**config.mk**
```make
export PLATFORM = sky130hd
export DESIGN_NAME = band_eq_mix
export DESIGN_NICKNAME = d
export VERILOG_FILES = /design/src/rtl/band_eq_mix.sv
export SDC_FILE = /design/constraint.sdc
export NUM_CORES = 1
export LEC_CHECK = 0
export BUFFER_PORTS_ARGS = -buffer_cell sky130_fd_sc_hd__buf_2
export CORE_AREA = 10 10 215 217
export DETAILED_ROUTE_END_ITERATION = 16
export DIE_AREA = 0 0 225 227
export PLACE_DENSITY = 0.85
export SYNTH_ARGS = -nofsm -noshare
export SYNTH_HDL_FRONTEND = slang
export SYNTH_SLANG_ARGS = --single-unit
```
**constraint.sdc**
```tcl
create_clock -name clk -period 13.9 [get_ports clk]
set_input_delay 1.39 -clock clk [delete_from_list [all_inputs] [get_ports clk]]
set_output_delay 1.39 -clock clk [all_outputs]
set_load 0.05 [all_outputs]
```
**src/rtl/band_eq_mix.sv**
```systemverilog
// band_eq_mix: per-band gain, band sum, master volume and 16-bit saturation on one shared multiplier.
module band_eq_mix #(
  parameter int BANDS   = 5,
  parameter int G_SHIFT = 11,
  parameter int V_SHIFT = 12
) (
  input  logic               clk,
  input  logic               rst_n,
  input  logic               vld,
  input  logic signed [15:0] lft_lp,
  input  logic signed [15:0] lft_b1,
  input  logic signed [15:0] lft_b2,
  input  logic signed [15:0] lft_b3,
  input  logic signed [15:0] lft_hp,
  input  logic signed [15:0] rght_lp,
  input  logic signed [15:0] rght_b1,
  input  logic signed [15:0] rght_b2,
  input  logic signed [15:0] rght_b3,
  input  logic signed [15:0] rght_hp,
  input  logic        [11:0] g_lp,
  input  logic        [11:0] g_b1,
  input  logic        [11:0] g_b2,
  input  logic        [11:0] g_b3,
  input  logic        [11:0] g_hp,
  input  logic        [11:0] volume,
  output logic signed [15:0] lft_out,
  output logic signed [15:0] rght_out,
  output logic               out_vld,
  output logic               busy
);
  typedef enum logic [2:0] {IDLE, MAC_L, MAC_R, VOL_L, VOL_R, OUT} state_t;
  state_t state_q, state_d;
  logic [2:0] idx_q, idx_d;
  logic signed [15:0] in_l[BANDS], in_r[BANDS], sl_q[BANDS], sr_q[BANDS];
  logic [11:0] in_g[BANDS], g_q[BANDS];
  logic [11:0] vol_q;
  logic signed [20:0] acc_l_q, acc_r_q, mul_a;
  logic signed [21:0] tmp_l_q, tmp_r_q;
  logic signed [15:0] lft_q, rght_q;
  logic signed [12:0] mul_b;
  logic signed [33:0] prod, term_g, term_v;
  logic vld_q, start, mac, last;
  assign in_l = '{lft_lp, lft_b1, lft_b2, lft_b3, lft_hp};
  assign in_r = '{rght_lp, rght_b1, rght_b2, rght_b3, rght_hp};
  assign in_g = '{g_lp, g_b1, g_b2, g_b3, g_hp};
  assign start = state_q == IDLE && vld;
  assign mac = state_q == MAC_L || state_q == MAC_R;
  assign last = idx_q == 3'(BANDS - 1);
  // The multiplier is widened to 21 bits on A so the volume pass can reuse it on the accumulators.
  assign mul_a = state_q == MAC_L ? 21'(sl_q[idx_q]) :
                 state_q == MAC_R ? 21'(sr_q[idx_q]) :
                 state_q == VOL_L ? acc_l_q : acc_r_q;
  assign mul_b = mac ? $signed({1'b0, g_q[idx_q]}) : $signed({1'b0, vol_q});
  assign prod = 34'(mul_a) * 34'(mul_b);
  assign term_g = prod >>> G_SHIFT;
  assign term_v = prod >>> V_SHIFT;
  assign lft_out = lft_q;
  assign rght_out = rght_q;
  assign out_vld = vld_q;
  assign busy = state_q != IDLE;
  function automatic logic [15:0] sat(input logic signed [21:0] t);
    return t[21:15] == {7{t[21]}} ? t[15:0] : t[21] ? 16'h8000 : 16'h7fff;
  endfunction
  always_comb begin
    state_d = state_q;
    idx_d = mac ? (last ? 3'd0 : idx_q + 3'd1) : idx_q;
    unique case (state_q)
      IDLE:    state_d = vld ? MAC_L : IDLE;
      MAC_L:   state_d = last ? MAC_R : MAC_L;
      MAC_R:   state_d = last ? VOL_L : MAC_R;
      VOL_L:   state_d = VOL_R;
      VOL_R:   state_d = OUT;
      default: state_d = IDLE;
    endcase
  end
  always_ff @(posedge clk) begin
    if (start) begin
      sl_q <= in_l;
      sr_q <= in_r;
      g_q <= in_g;
      vol_q <= volume;
    end
  end
  always_ff @(posedge clk or negedge rst_n) begin
    if (!rst_n) begin
      state_q <= IDLE;
      idx_q <= '0;
      acc_l_q <= '0;
      acc_r_q <= '0;
      tmp_l_q <= '0;
      tmp_r_q <= '0;
      lft_q <= '0;
      rght_q <= '0;
      vld_q <= 1'b0;
    end else begin
      state_q <= state_d;
      idx_q <= idx_d;
      vld_q <= state_q == OUT;
      if (start) begin
        acc_l_q <= '0;
        acc_r_q <= '0;
      end
      if (state_q == MAC_L) acc_l_q <= acc_l_q + $signed(term_g[20:0]);
      if (state_q == MAC_R) acc_r_q <= acc_r_q + $signed(term_g[20:0]);
      if (state_q == VOL_L) tmp_l_q <= term_v[21:0];
      if (state_q == VOL_R) tmp_r_q <= term_v[21:0];
      if (state_q == OUT) begin
        lft_q <= sat(tmp_l_q);
        rght_q <= sat(tmp_r_q);
      end
    end
  end
endmodule

```
==> results.py <==
metrics = {
    "worst_setup_path": {
        "path_class": "reg2reg",
        "start_kind": "flip-flop",
        "slowest_stage": "dfrtp_4",
        "worstPathRequired_ps": 14380,
        "r2r_setup_slack_ps": 2690,
        "crit_path_max_incr_delay_ps": 790,
        "critPathMaxFanout": 34,
        "arrival_ps": 11690,
        "critPathCaptureType": "flip-flop",
    },
    "global_routing": {
        "grt_pass1_vias": 19793,
        "grt_overflow_total": 0,
        "grt_pass1_wl_um": 108400,
        "track_usage": 0.2745,
        "grt_max_degree": 142,
        "antenna_found_initial": 2,
    },
    "clock_network": {
        "ctsResizeCount": 0,
        "clk_pin_slew_ps": 60,
        "clock-sinks": 357,
        "clk_latency_ps": 580,
        "cts_hold_buf": 0,
        "cts_tree": "yes",
        "root_buffer": "clkbuf_16",
        "htree_levels": 2,
        "clockBufferDepth": 3,
        "cts_buffers": 38,
        "post-cts-setup-buffer-count": 0,
    },
    "timing": {
        "finalMaxSlewViolations": 0,
        "fin_ws_ps": 2692,
        "fin_skew_ps": 33.56,
        "timing.setup.tns_ps": 0,
        "fmaxAchievable_mhz": 89.22,
        "slew_headroom": 0.2166,
        "rsz0062_at_grt": "no",
        "setup_viol": 0,
        "finalHoldViolCount": 0,
        "final.period_utilization": 0.8064,
        "finalCriticalPeriod_ps": 11210,
        "max_slew.worst_pin.slew_ps": 1175,
    },
    "synthesis": {
        "synth_area_leaders": "edfxtp_1, fa_1, dfrtp_1",
        "synth_top_area_frac": 0.2798,
        "netlist_area_um2": 24900,
        "synth_edf_count": 232,
        "synth_ff_type": "edfxtp_1",
        "synthCells": 2300,
        "syn_nets": 2885,
        "synth.yosys.seq_area_share": 0.4054,
        "synth_top_area_cell": "edfxtp_1",
        "synth_seq_cells": 357,
        "ys_warn_count": 0,
        "synth_area_per_cell_um2": 10.83,
        "ys_async_sr_fraction": 0.3501,
        "ys_types": 64,
    },
    "layout": {
        "areaGrowthSynthToFinish_pct": 12.51,
        "final_common_cell": "inv_1",
        "ff_latch_area_um2": 10100,
        "most-common-layout-cells": "inv_1, buf_2, nand2_1",
        "fill_cells": 2993,
        "multi_input_area_um2": 13060,
        "drive_gt1_frac": 0.1676,
        "utilization": 0.6710,
        "nNetsFinal": 3122,
    },
    "route": {
        "dr.first_iter.drc_count": 1721,
        "drc_errors": 0,
        "viasPerCell": 5.958,
        "num_vias": 18512,
        "final_antenna_net_count": 0,
        "routed_wl_um": 68560,
        "routedWlPerCell_um": 22.07,
        "dr.pass1.iters": 8,
    },
    "placed_design": {
        "dp_worst_setup_slack_ps": 2867,
        "dp_hpwl_um": 52540,
        "io_buffers": 268,
        "gp_congestion": 0.9897,
    },
    "floorplanning": {
        "die_y_um": 227,
        "ios": 269,
        "die_x_um": 225,
        "start_util": 0.5963,
        "row_count": 75,
        "core_area_um2": 41760,
        "dieArea_um2": 51080,
    },
    "status": {
        "status": "finished, final reports clean",
    },
    "flow_run": {
        "cap_violations": 0,
    },
    "min_path": {
        "hold_class": "reg2reg",
    },
}
==> per-layer routing <==
metal / GRT usage / share of wire / vias up
met5: 0 / 0 / -
met4: 0.1406 / 0.052 / 0
met3: 0.06627 / 0.090 / 202
met2: 0.4541 / 0.48 / 967
met1: 0.3319 / 0.38 / 9100
li1: - / - / 8243
==> synth_stat cells, drive strengths merged (5+ instances only) <==
| master | count |
|---|---|
| nand2 | 250 |
| edfxtp | 232 |
| and2 | 10 |
| nand2b | 28 |
| o31a | 5 |
| o21a | 12 |
| xor2 | 20 |
| mux4 | 38 |
| o21ai | 111 |
| o221ai | 15 |
| a21o | 37 |
| ha | 121 |
| clkbuf | 76 |
| a221o | 18 |
| o21bai | 17 |
| a211oi | 9 |
| a21oi | 116 |
| o211ai | 6 |
| nand4 | 7 |
| inv | 363 |
| o31ai | 12 |
| nor4 | 6 |
| fa | 229 |
| dfrtp | 125 |
| and3 | 11 |
| nor2b | 15 |
| a211o | 6 |
| xnor2 | 37 |
| o221a | 11 |
| or2 | 6 |
| nor2 | 169 |
| a221oi | 13 |
| a22oi | 8 |
| buf | 25 |
| a31oi | 6 |
| mux2i | 14 |
| nand3 | 66 |
| nor3 | 11 |
==> worst max-delay path, delay by kind of cell, from the launching register on <==
family,cells,cell delay (ps)
AO/OA/AOI/OAI,12,3600
adder cells (fa/ha/maj),7,3200
AND/OR/NAND/NOR,9,1780
buffers and inverters,7,1090
flip-flops,1,790
XOR/XNOR,1,320
multiplexers,1,210
==> layout make-up <==
cell class	instances	share of cell area
diodes	2	0.0001786
clock buffers	44	0.03581
clock inverters	25	0.008574
inverters	363	0.04890
multi-input cells	1479	0.4660
flip-flops and latches	357	0.3605
well taps	539	0.02407
repair buffers	298	0.05600
==> path summary, 6_finish.rpt <==
check,from,end,cells past startpoint
max,idx_q[0]$_DFFE_PN0N_,acc_l_q[20]$_DFFE_PN0P_,37
min,acc_r_q[20]$_DFFE_PN0P_,acc_r_q[20]$_DFFE_PN0P_,1
max reg2reg,idx_q[0]$_DFFE_PN0N_,acc_l_q[20]$_DFFE_PN0P_,37
min reg2reg,acc_r_q[20]$_DFFE_PN0P_,acc_r_q[20]$_DFFE_PN0P_,1
max in group asynchronous,rst_n,rght_out[12]$_DFFE_PN0P_,2
min in group asynchronous,rst_n,tmp_l_q[6]$_DFFE_PN0N_,1
==> per-stage QoR <==
stage | hold slack (ps) | cells | area (um2)
2_1_floorplan | 444.6 | 2300 | 24900
5_1_grt | 507.4 | 3107 | 28020
6_report | 481.3 | 3107 | 28020
3_3_place_gp | 463.0 | 3036 | 26770
4_1_cts | 475.6 | 3105 | 28010
3_5_place_dp | 466.3 | 3036 | 26770
==> cell families (layout without fill, tap and decap cells) <==
group           count (synthesis)  in the layout  synth area share
simple gates                  597            597            0.1059
buf+inv                       464            730           0.07084
compound gates                421            421            0.1120
flops                         357            357            0.4054
fa+ha+maj                     350            350            0.2449
xor+xnor                       57             57           0.02005
mux                            54             54           0.04090
other cells                     0              2                 0
==> sequential cells by signal, indices dropped and copies added (netlist names), 12 cells and up <==
signal	count
g_q	60
vol_q	12
tmp_l_q	22
sr_q	80
lft_out	16
acc_l_q	21
acc_r_q	21
tmp_r_q	22
rght_out	16
sl_q	80
Power is left out: the tool's default activity adds up to more than one toggle a clock period on the data nets, which glitch-free logic cannot reach.
